[src/rtl/uart_arb_pkg.sv]
// Shared types and constants for the UART TX message arbiter.
// The optional tag byte is built in when UART_ARB_TAG_EN is defined.
package uart_arb_pkg;

  localparam int DEF_NUM_REQ     = 4;
  localparam int DEF_STALL_LIMIT = 1023;
  localparam int STALL_W         = 10;

  // Tag byte for requester i is TAG_BASE + i, i.e. "A", "B", ...
  localparam logic [7:0] TAG_BASE = 8'h41;

  typedef enum logic [1:0] {
    ST_IDLE = 2'd0,
    ST_TAG  = 2'd1,
    ST_XFER = 2'd2
  } arb_state_e;

  function automatic logic [7:0] tag_byte(input logic [7:0] id);
    return TAG_BASE + id;
  endfunction

endpackage

[src/rtl/uart_tx_arbiter_rr_pick.sv]
// Combinational round-robin picker: first asserted request strictly after
// last_idx, wrapping from NUM_REQ-1 to 0; last_idx itself is checked last.
module rr_pick #(
  parameter int NUM_REQ = 4
) (
  input  logic [NUM_REQ-1:0]         req,
  input  logic [$clog2(NUM_REQ)-1:0] last_idx,
  output logic [$clog2(NUM_REQ)-1:0] next_idx,
  output logic                       found
);

  localparam int IDX_W = $clog2(NUM_REQ);

  always_comb begin
    // NOTE: outputs get defaults before the loop so no path leaves them
    // unassigned; a missing default here would infer a latch.
    next_idx = last_idx;
    found    = 1'b0;
    for (int off = 1; off <= NUM_REQ; off++) begin
      logic [IDX_W-1:0] cand;
      cand = IDX_W'((int'(last_idx) + off) % NUM_REQ);
      if (!found && req[cand]) begin
        found    = 1'b1;
        next_idx = cand;
      end
    end
  end

endmodule

[src/rtl/uart_tx_arbiter.sv]
// Round-robin arbiter that feeds whole messages from NUM_REQ byte sources
// into one UART byte transmitter. Define UART_ARB_TAG_EN to prefix each
// message with a one-byte owner tag ("A" + grant_id).
module uart_tx_arbiter
  import uart_arb_pkg::*;
#(
  parameter int NUM_REQ     = DEF_NUM_REQ,
  parameter int STALL_LIMIT = DEF_STALL_LIMIT
) (
  input  logic                       clk,
  input  logic                       reset,
  input  logic [NUM_REQ-1:0]         req_valid,
  input  logic [8*NUM_REQ-1:0]       req_data,
  input  logic [NUM_REQ-1:0]         req_last,
  output logic [NUM_REQ-1:0]         req_ready,
  output logic                       tx_valid,
  output logic [7:0]                 tx_data,
  input  logic                       tx_ready,
  output logic [$clog2(NUM_REQ)-1:0] grant_id,
  output logic                       busy,
  output logic                       stall_abort
);

  localparam int IDX_W = $clog2(NUM_REQ);

  arb_state_e         state, state_nxt;
  logic [IDX_W-1:0]   grant_nxt;
  logic [IDX_W-1:0]   pick_idx;
  logic               pick_found;
  logic [STALL_W-1:0] stall_cnt, stall_nxt;
  logic [7:0]         data_arr [NUM_REQ];
  logic               own_valid;
  logic               own_last;
  logic [7:0]         own_data;

  for (genvar g = 0; g < NUM_REQ; g++) begin : g_unpack
    assign data_arr[g] = req_data[8*g +: 8];
  end

  assign own_valid = req_valid[grant_id];
  assign own_last  = req_last[grant_id];
  assign own_data  = data_arr[grant_id];

  rr_pick #(
    .NUM_REQ (NUM_REQ)
  ) u_rr_pick (
    .req      (req_valid),
    .last_idx (grant_id),
    .next_idx (pick_idx),
    .found    (pick_found)
  );

  always_comb begin
    state_nxt   = state;
    grant_nxt   = grant_id;
    stall_nxt   = '0;
    tx_valid    = 1'b0;
    tx_data     = '0;
    req_ready   = '0;
    stall_abort = 1'b0;

    case (state)
      ST_IDLE: begin
        if (pick_found) begin
          grant_nxt = pick_idx;
`ifdef UART_ARB_TAG_EN
          state_nxt = ST_TAG;
`else
          state_nxt = ST_XFER;
`endif
        end
      end

`ifdef UART_ARB_TAG_EN
      ST_TAG: begin
        tx_valid = 1'b1;
        tx_data  = tag_byte(8'(grant_id));
        if (tx_ready) state_nxt = ST_XFER;
      end
`endif

      ST_XFER: begin
        tx_valid            = own_valid;
        tx_data             = own_data;
        req_ready[grant_id] = tx_ready;
        // A handshake always wins over the stall limit, so no accepted byte
        // is ever lost to a revocation in the same cycle.
        if (own_valid && tx_ready) begin
          if (own_last) state_nxt = ST_IDLE;
        end else if (stall_cnt == STALL_W'(STALL_LIMIT)) begin
          state_nxt   = ST_IDLE;
          stall_abort = 1'b1;
        end else begin
          stall_nxt = stall_cnt + 1'b1;
        end
      end

      default: state_nxt = ST_IDLE;
    endcase
  end

  assign busy = (state != ST_IDLE);

  always_ff @(posedge clk or posedge reset) begin
    if (reset) begin
      state     <= ST_IDLE;
      grant_id  <= IDX_W'(NUM_REQ - 1);
      stall_cnt <= '0;
    end else begin
      // NOTE: sequential state uses non-blocking assignments only, so every
      // register samples the pre-edge values computed above.
      state     <= state_nxt;
      grant_id  <= grant_nxt;
      stall_cnt <= stall_nxt;
    end
  end

endmodule

[config.mk]
export PLATFORM = sky130hd
export DESIGN_NAME = uart_tx_arbiter
export DESIGN_NICKNAME = d
export VERILOG_FILES = /design/src/rtl/uart_arb_pkg.sv /design/src/rtl/uart_tx_arbiter_rr_pick.sv /design/src/rtl/uart_tx_arbiter.sv
export SDC_FILE = /design/constraint.sdc
export NUM_CORES = 1
export LEC_CHECK = 0
export BUFFER_PORTS_ARGS = -buffer_cell sky130_fd_sc_hd__buf_4
export CORE_ASPECT_RATIO = 1.75
export CORE_MARGIN = 2
export CORE_UTILIZATION = 30
export DETAILED_ROUTE_END_ITERATION = 10
export PLACE_DENSITY = 0.64
export SLEW_MARGIN = 10
export SYNTH_ARGS = -nofsm -noshare
export SYNTH_HDL_FRONTEND = slang
export SYNTH_SLANG_ARGS = --single-unit
[constraint.sdc]
create_clock -name clk -period 3.1 [get_ports clk]
set_input_delay 0.93 -clock clk [delete_from_list [all_inputs] [get_ports clk]]
set_output_delay 0.93 -clock clk [all_outputs]
set_load 0.02 [all_outputs]
### After elaboration in Yosys (flattened, before gate mapping)

Index checks and enable logic that the tools add are counted.

* register bits after elaboration: 14
* bits of input ports: 43

* add/subtract/negate cells: 5
* order comparisons: 7
* equal/unequal tests: 5
* multiplexer cells: 39
* bitwise operators: 2
* reductions and logical operators: 13

Operators by type and width (number)
* $mux 10: 3
* $mux 8: 3
* $bmux 8 s2: 1
* $mux 2: 8
* $lt 2x3->1 const B: 5
* $mux 1: 15
* $bmux 1 s2: 6
* $add 10x1->10 const B: 1
* $eq 10x10->1 const B: 1
* $ne 3x3->1 const B: 2
* $reduce_and 3->1: 2
* $logic_and 1x1->1: 5
* $add 2x1->2 const B: 2
* $add 2x2->2 const B: 2
* $and 4x4->4: 1
* $mux 4: 1
* $pmux 2 s2: 1
* $reduce_bool 4->1: 1
* $ge 3x3->1 const B: 1
* $logic_not 1->1: 3
* $not 2->3: 1
* $demux 1 s2: 1
* $eq 2x2->1 const B: 1
* $ge 2x1->1 const B: 1
* other kinds (3): 3

### Logic depth before layout (Yosys ltp)

Gate-level depths: netlist of the first run.

* word-level depth: 15
* gate-level depth with buffers: 10
* depth with buffers taken out: 7

### Hierarchy

Synthesis of the first run repeated with hierarchy kept, for this count alone.

* cell total of the unflattened synthesis: 110
* area, all modules: 1058.5 um^2

By module, submodules not included
* uart_tx_arbiter: instances 1, cells each 96, area an instance 975.9 um^2
* rr_pick: instances 1, cells each 14, area an instance 82.6 um^2

### Worst setup path after synthesis of the first run

No wires, ideal clock.

* kind: reg-to-output
* start: register grant_id[0]
* end: output tx_data[0]
* arrival time: 1.767 ns
* path slack: 0.403 ns
* cell stages (with the launch flop): 5
* buffers on the path: 2
* path through: dfstp_2 > buf_2 > buf_4 > mux4_2 > and2_1

* word-level cells in the longest chain between the ends: 5

RTL lines
* start, declared: RTL line uart_tx_arbiter.sv:19 `output logic [$clog2(NUM_REQ)-1:0] grant_id,`
* start signal, assigned: RTL line uart_tx_arbiter.sv:107 `grant_id <= IDX_W'(NUM_REQ - 1);`
* start signal, assigned: RTL line uart_tx_arbiter.sv:113 `grant_id <= grant_nxt;`
* $not 2->3 (implied by the code): RTL line uart_tx_arbiter.sv:42 `assign own_data = data_arr[grant_id];`
* $bmux 8 s2: RTL line uart_tx_arbiter.sv:42
* $mux 8 (implied by the code) (2 in a row): RTL line uart_tx_arbiter.sv:42
* $mux 8: RTL line uart_tx_arbiter.sv:62 `case (state)`
* end, declared: RTL line uart_tx_arbiter.sv:17 `output logic [7:0] tx_data,`

No other way between the ends. The select of a mux whose other input is x is not followed.

### Final worst setup path of the first run

* start: register grant_id[1]
* end: output stall_abort

* word-level cells in the longest chain between the ends: 5

RTL lines
* $bmux 1 s2: RTL line uart_tx_arbiter.sv:40 `assign own_valid = req_valid[grant_id];`
* $mux 1 (implied by the code): RTL line uart_tx_arbiter.sv:40
* $logic_and 1x1->1: RTL line uart_tx_arbiter.sv:88 `if (own_valid && tx_ready) begin`
* $mux 1: RTL line uart_tx_arbiter.sv:88
* $mux 1: RTL line uart_tx_arbiter.sv:62
* end, declared: RTL line uart_tx_arbiter.sv:21 `output logic stall_abort`

No other way between the ends. The select of a mux whose other input is x is not followed.

==> metrics.txt, run 1 <==
H-Tree Level Count=1; Tcrit/Tclk final=92.8%; switching share of power=44.8%; via count=around 1100; wire length per cell=14.4 um; Net Switching=0.661 mW; vias in the first global route=1158; PD cells=871 nW/um^2; synth-to-layout area growth=44.8%; die area=4440 um^2; CTS Buf Count=3; placed cell area=~1600 um^2; CP Class=flip-flop to output pin; Worst Skew=0.00100 ns; Clock Power Share=10.3%; Worst-Margin Slew=0.592 ns; # IOs=60; Yosys warning count=0; CP max-delay cell=dfstp_2; Avg Vias per Cell=5.09; Root Driver=clkbuf_8; Max Clock Freq=348 MHz; peak supply drop=0.476 mV; DRT antenna net count=0; DP HPWL=~2.6 mm; setup TNS=0 ns; Die Height=86.7 um; CTS sink cnt=13; final hold violation count=0; Antenna Cells=0; Worst Path Max Fanout=16; post-synthesis cell count=111; max_cap viols=0; share of cells above drive strength 1=47.9%; worst setup margin=0.223 ns; Total GRT Usage=15.2%; CTS tree=built; drt first pass iters=4; drt drc=0; Mapped Area=1170 um^2; Initial Util=a little under a third; Setup crit start kind=flip-flop; Post-Route WL=3.12 mm; IO buf count=59; power after layout=approximately 1.5 mW; combinational share of power=64.9%; final setup vio count=0; CP Cell Sequence=inv_1 > mux2i_2 > nand2_1 > nand2_1 > nor2_1 > buf_4; row count=30; Synth Register Bits=13; clock tree buffer depth=2; min cycle time layout=2.88 ns; initial antenna violation count=0; worst stage delay on the critical path=0.76 ns; Max Slew Vio Count=0; gp weighted congestion=~0.80; synthesized area per cell=10.6 um^2; Tightest Hold Check Type=flip-flop to flip-flop; Hold Path Depth=1; cell mode on critical path=nand2_1; Critical Path AT=1.95 ns; global-route wire length before repair=5.11 mm; worst skew pair latency=0.25 ns; cell-internal power=approximately 0.82 mW; register share of total power=24.8%; Overflow after GRT=0; status=complete, no violations; Syn Nets=159; Lkg Pwr=about 0.8 nW; fin nets=218; Slew headroom=60.5%; Hold-fix buffers, CTS=0; CORE AREA=3830 um^2; RSZ-0062 raised after global routing=false; Critical Path End Type=output pin; pre-CTS setup slack=0.290 ns; sequential area share after synthesis=between 20 and 30%; synth unique cells=30; largest net degree at the start of global routing=21; reg2reg path depth=7; clk slew on worst S/H paths=0.05 ns; Worst EP required=around 2.2 ns; Die Wd=51.2 um; design area=1700 um^2; Iter 0 DRT Violations=7
-- registers in the layout, indices dropped and copies added, names as in the netlist --
signal / cells
grant_id: 2
state: 1
stall_cnt: 10
-- Yosys cell counts, drive strengths merged --
| library cell | count | share of area (%) |
|---|---|---|
| xor2 | 6 | 4.5 |
| xnor2 | 3 | 2.2 |
| nand2 | 4 | 1.3 |
| nor2 | 15 | 4.8 |
| a21oi | 2 | 0.85 |
| nor3b | 2 | 1.3 |
| o32ai | 1 | 0.75 |
| ha | 5 | 5.3 |
| clkbuf | 1 | 0.32 |
| and4 | 2 | 1.5 |
| buf | 5 | 3.0 |
| and3 | 6 | 3.2 |
| nand4 | 1 | 1.8 |
| dfstp | 2 | 4.5 |
| dfrtp | 11 | 24 |
| mux2i | 4 | 3.4 |
| o21ai | 2 | 0.85 |
| nor2b | 1 | 0.53 |
| mux4 | 12 | 23 |
| inv | 5 | 1.6 |
| a211oi | 3 | 2.3 |
| a31oi | 1 | 0.53 |
| and2 | 9 | 4.8 |
| nand3 | 6 | 2.6 |
| nor3 | 1 | 0.85 |
| or2 | 1 | 0.53 |
-- routing by layer --
metal,vias up,GRT usage [%],share of wire (%),wire length [um]
met5,-,0,0,0
met4,0,5.74,1.7,52
met3,5,2.41,8.4,263
met2,62,29.2,55,1710
met1,521,16.1,35,1090
li1,516,-,-,-
-- cells in the final DEF, fill, tap and decap left out --
cell type / count
buf_4: 60
nor2_1: 15
mux4_2: 12
dfrtp_1: 11
and2_1: 9
and3_1: 6
nand3_1: 6
xor2_1: 6
inv_1: 5
ha_1: 5
nand2_1: 4
mux2i_1: 3
xnor2_1: 3
clkbuf_8: 3
and4_1: 2
a21oi_1: 2
o21ai_0: 2
nor3b_1: 2
a211oi_1: 2
nand4_4: 1
mux2i_2: 1
nor2b_1: 1
nor3_2: 1
a211oi_2: 1
o32ai_1: 1
or2_1: 1
a31oi_1: 1
clkbuf_1: 1
dfstp_4: 1
dfstp_2: 1
-- power groups by stage --
stage / sequential [mW] / combinational, mW / clock [mW]
detailed placement: 0.364 / 0.959 / 0
global route: 0.386 / 1.03 / 0.164
CTS: 0.363 / 0.963 / 0.158
floorplan: 0.284 / 0.736 / 0
global placement: 0.360 / 0.932 / 0
finish: 0.367 / 0.958 / 0.152
-- through the flow --
stage / hold slack, ns / util [%] / std cells
final: 0.532 / 44.3 / 217
after global routing: 0.564 / 44.3 / 217
after CTS: 0.538 / 44.1 / 217
after detailed placement: 0.530 / 42.9 / 213
after global placement: 0.507 / 42.9 / 213
after floorplan: 0.468 / - / 111
-- worst paths after layout --
kind                              startpoint            to  slack, ns
worst max-delay path             grant_id[1]   stall_abort       0.22
worst min-delay path            stall_cnt[0]  stall_cnt[0]       0.53
worst max register to register   grant_id[1]      state[1]       0.38
worst min register to register  stall_cnt[0]  stall_cnt[0]       0.53
max in group asynchronous              reset   grant_id[1]       2.03
min in group asynchronous              reset  stall_cnt[0]       0.71
-- critical path, delay by kind of cell (launching register included) --
kind                   cells  cell delay (ns)
flip-flops                 1             0.76
buffers and inverters      2             0.37
multiplexers               1             0.30
AND/OR/NAND/NOR            3             0.27
-- cell families after synthesis --
| group | count (synthesis) | synth area share, % |
|---|---|---|
| AOI/OAI and AO/OA | 9 | 5.34 |
| xor gates and xnor gates | 9 | 6.73 |
| adders and majority gates | 5 | 5.34 |
| buffers and inverters | 11 | 4.91 |
| DFF | 13 | 28.0 |
| muxes | 16 | 26.5 |
| and+or+nand+nor | 48 | 23.2 |
-- final cells by class --
| class | instances | area, um^2 |
|---|---|---|
| Multi-Input combinational cell | 87 | 790 |
| Tap cell | 48 | 60.1 |
| Timing Repair Buffer | 60 | 450 |
| Fill cell | 386 | 2130 |
| Sequential cell | 13 | 332 |
| Inverter | 5 | 18.8 |
| Clock buffer | 4 | 45.0 |
-- what timing repair did --
| item | 4_1_cts | 5_1_grt |
|---|---|---|
| endpoints found under the hold margin | 0 | 0 |
| setup buffers | 0 | 0 |
| gates resized for setup | 0 | 2 |
| endpoints found under the setup margin | 0 | 1 |
(Power assumes the default switching activity.)
==> run 2, diff against run 1 <==
clock period = 3.6 ns   (was 3.1 ns; I/O delays follow)
==> run 2 against run 1 <==
  * Via count is 0.63% higher
  * Die area stayed put
  * Power is 16% lower
  * Largest power group unchanged
  * Combinational power is 17% lower
  * Clock-buffer cell count stayed put
  * Cell count is 0.46% lower
  * Core utilization is 0.39 points lower
  * Global-route usage is 0.16 points lower
  * Critical path type unchanged
  * Routed wire length is 0.48% higher
==> metrics.txt, run 2 (synthesis results as in run 1) <==
Overflow after GRT=0; DP HPWL=2.56 mm; Largest register FFs=10; Reg with most FFs=stall_cnt; worst setup margin=between 0.4 and 0.5 ns; CTS tree=built; Tightest Hold Check Type=flip-flop to flip-flop; DRT antenna net count=0; multi-input logic area=786 um^2; final hold violation count=0; via count=1111; row count=30; Critical Path AT=about 2.1 ns; delay-heaviest family, CP=flip-flops; largest net degree at the start of global routing=21; placed insts=212; CP Class=flip-flop to output pin; pre-CTS setup slack=between 0.4 and 0.5 ns; IO buf count=59; drt drc=0; wire length per cell=14.5 um; CORE AREA=3830 um^2; worst stage delay on the critical path=slightly below 0.9 ns; max_cap viols=0; WP buf/inv=1; Avg Vias per Cell=5.14; Worst Skew=roughly 0.0037 ns; share of cells above drive strength 1=47.0%; Tcrit/Tclk final=87.7%; fin cells=roughly 220; Max Clock Freq=roughly 320 MHz; setup TNS=0 ns; RSZ-0062 raised after global routing=false; Post-Route WL=3.13 mm; Max Slew Vio Count=0; Total GRT Usage=between 10% and 20%; clk slew on worst S/H paths=0.05 ns; # IOs=60; status=complete, no violations; Lkg Pwr=a little over 0.8 nW; Worst EP required=2.52 ns; Setup crit start kind=flip-flop; Iter 0 DRT Violations=30; global-route wire length before repair=5.11 mm; Die Height=86.7 um; most common cell after layout, fill and taps aside=buf_4; final setup vio count=0; initial antenna violation count=0; clock tree buffer depth=2; die area=4440 um^2; cts repair resizes=0; PD cells=739 nW/um^2; Critical Path End Type=output pin; H-Tree Level Count=1; synth-to-layout area growth=43.5%; power after layout=~1.2 mW; R2R setup slack=between 0.8 and 0.9 ns; CTS sink cnt=13; CP Cell Sequence=mux2i_1 > mux2i_1 > nand2_1 > nand2_1 > nor2_1 > buf_4; drt first pass iters=4; peak supply drop=between 0.4 and 0.5 mV; Initial Util=between 30% and 40%; CTS Buf Count=3; Worst Path Max Fanout=19; Seq. cell area=roughly 330 um^2; Root Driver=clkbuf_8; vias in the first global route=1129; filler cell count=391; min cycle time layout=3.16 ns; post-CTS setup buffers=0; most frequent cells in the layout=59 x buf_4, 15 x nor2_1, 12 x mux4_2, 11 x dfrtp_1, 9 x and2_1; Slew headroom=around three fifths; Die Wd=51.2 um; CP max-delay cell=dfstp_2; hold_ws=0.535 ns; gp weighted congestion=0.799; Worst-Margin Slew=0.577 ns; Antenna Cells=0; fin nets=about 220; largest registers=stall_cnt x10, grant_id x2, state x1; Hold-fix buffers, CTS=0; worst skew pair latency=between 0.2 and 0.25 ns
## run 2: per-stage QoR
step / instance area (um^2) / utilization [%]
3_5_place_dp: 1640 / 42.7
6_report: 1680 / 43.9
5_1_grt: 1680 / 43.9
4_1_cts: 1680 / 43.9
3_3_place_gp: 1640 / 42.7
2_1_floorplan: 1170 / -
## run 2: worst reg2reg max path: cells and delay by family (launching register included)
kind | cells | cell delay (ns)
flip-flops | 1 | 0.88
multiplexers | 1 | 0.59
adder cells (fa/ha/maj) | 1 | 0.47
AND/OR/NAND/NOR | 2 | 0.28
AO/OA/AOI/OAI | 2 | 0.22
buffers and inverters | 1 | 0.21
## run 2: area by class of cell
class,instances,share of cell area (%)
clock buffers,4,2.68
inverters,5,1.12
multi-input cells,87,46.8
flip-flops and latches,13,19.5
well taps,48,3.57
repair buffers,59,26.4
## run 2: power by group
group	switching (mW)	total (mW)	internal [mW]
registers	0.129	0.321	0.192
clock network	0.0484	0.126	0.0779
logic	0.377	0.795	0.418
total	0.554	1.24	0.688
## run 2: path summary, 6_finish.rpt
check / startpoint / endpoint / depth (start not counted)
worst max-delay path: grant_id[0] / stall_abort / 6
worst min-delay path: stall_cnt[0] / stall_cnt[0] / 1
worst max register to register: grant_id[0] / state[1] / 7
worst min register to register: stall_cnt[0] / stall_cnt[0] / 1
max in group asynchronous: reset / grant_id[0] / 2
min in group asynchronous: reset / stall_cnt[7] / 2
## run 2: layer usage
metal / GRT usage [%] / share of wire, % / vias to the layer above
li1: - / - / 515
met1: 16.3 / 35 / 526
met2: 28.6 / 56 / 68
met3: 3.10 / 8.7 / 2
met4: 4.55 / 0.73 / 0
met5: 0 / 0 / -
==> run 3, diff against run 2 <==
PLACE_DENSITY = 0.62   (was 0.64)
==> run 3 against run 2 <==
  * Hold slack got worse by 0.024 ns
  * Core utilization did not move
  * Sequential power barely moved
  * Sequential share of layout area did not move
  * Global-route usage rose by 0.46 points
  * Cell count did not move
  * Fmax rose by 0.38%
  * Clock power barely moved
  * Setup slack improved by 0.012 ns
  * Combinational power barely moved
  * Clock-buffer cell count did not move
  * Largest power group unchanged
==> metrics.txt, run 3 (synthesis results as in run 1) <==
share of cells above drive strength 1=between 40% and 50%; Worst-Margin Slew=between 0.5 and 0.6 ns; worst setup margin=roughly 0.45 ns; min cycle time layout=3.15 ns; vias in the first global route=about 1200; final setup vio count=0; Tcrit/Tclk final=87.4%; via count=1109; R2R setup slack=a little under 0.8 ns; Root Driver=clkbuf_8; clock tree buffer depth=2; reg2reg start=grant_id[0]; status=complete, no violations; synth-to-layout area growth=43.5%; Worst EP required=2.52 ns; worst skew pair latency=0.24 ns; CTS Buf Count=3; pre-CTS setup slack=roughly 0.47 ns; Max Slew Vio Count=0; DRT antenna net count=0; Slew headroom=~64%; Iter 0 DRT Violations=10; most common cell after layout, fill and taps aside=buf_4; Antenna Cells=0; peak supply drop=0.376 mV; largest net degree at the start of global routing=21; row count=30; H-Tree Level Count=1; multi-input logic area=786 um^2; crit path capture=stall_abort; Tightest Hold Check Type=flip-flop to flip-flop; # IOs=60; Hold Path Depth=1; CTS sink cnt=13; die area=between 4000 and 5000 um^2; Die Height=86.7 um; RSZ-0062 raised after global routing=false; CTS tree=built; Hold-fix buffers, CTS=0; Worst Path Max Fanout=19; Seq. cell area=328 um^2; Avg Vias per Cell=5.13; Worst Skew=0.000670 ns; Critical Path AT=a little over 2 ns; clk slew on worst S/H paths=0.05 ns; most frequent cells in the layout=59 x buf_4, 15 x nor2_1, 12 x mux4_2, 11 x dfrtp_1, 9 x and2_1; Lkg Pwr=0.817 nW; Setup crit start kind=flip-flop; hold_ws=0.510 ns; Overflow after GRT=0; fin nets=around 220; Reg with most FFs=stall_cnt; max_cap viols=0; Die Wd=just over 50 um; Post-Route WL=3.06 mm; Largest register FFs=10; gp weighted congestion=roughly 0.82; filler cell count=383; final hold violation count=0; largest registers=stall_cnt x10, grant_id x2, state x1; post-CTS setup buffers=0; drt drc=0; DP HPWL=~2.6 mm; design area=1680 um^2; CP Launch Point=grant_id[0]; IO buf count=59; reg2reg path depth=7; CP Class=flip-flop to output pin; Critical Path End Type=output pin; wire length per cell=approximately 14 um; Total GRT Usage=15.5%; FF-to-FF End=state[1]; Max Clock Freq=between 300 and 400 MHz; drt first pass iters=4; cts repair resizes=0; Initial Util=between 30% and 40%; global-route wire length before repair=5.24 mm; initial antenna violation count=0; power after layout=between 1 and 1.5 mW; CORE AREA=3830 um^2; placed cell area=1640 um^2; setup TNS=0 ns; PD cells=~740 nW/um^2
## run 3: cell counts in the layout (fill, tap and decap cells not counted)
No cell type changed its count.
## run 3: how the worst min path moves through the flow
stage                            start           end  slack, ns
after floorplan           stall_cnt[0]  stall_cnt[0]       0.47
after global placement    stall_cnt[0]  stall_cnt[0]       0.51
after detailed placement  stall_cnt[0]  stall_cnt[0]       0.50
after CTS                 stall_cnt[0]  stall_cnt[0]       0.51
after global routing      stall_cnt[0]  stall_cnt[0]       0.52
final                     stall_cnt[0]  stall_cnt[0]       0.51
## run 3: per-layer routing
metal  share of wire, %  up-vias  track usage [%]
met3                9.6        5             3.10
met2                 55       70             29.9
met4                1.4        0             5.02
met1                 34      518             16.3
li1                   -      516                -
met5                  0        -                0
## run 3: worst max-delay path: stages, from the launching register on
cell and delay, ns:
dfstp_2 0.88, mux2i_1 0.17, mux2i_1 0.34, nand2_1 0.12, nand2_1 0.11, nor2_1 0.05
buf_4 0.15
## run 3: power breakdown
| group | internal [mW] | leakage, nW | total (mW) | switching [mW] |
|---|---|---|---|---|
| clock | 0.0779 | 0.0228 | 0.126 | 0.0478 |
| sequential | 0.192 | 0.167 | 0.318 | 0.127 |
| combinational | 0.418 | 0.628 | 0.795 | 0.377 |
| total | 0.687 | 0.817 | 1.24 | 0.551 |
## run 3: stage by stage
step	instances	util (%)
floorplan	111	-
global placement	212	42.7
detailed placement	212	42.7
CTS	216	43.9
global route	216	43.9
finish	216	43.9
## run 3: final cells by class
class	instances	share of cell area, %
clock buffers	4	2.68
inverters	5	1.12
multi-input cells	87	46.8
flip-flops and latches	13	19.5
well taps	48	3.57
repair buffers	59	26.4
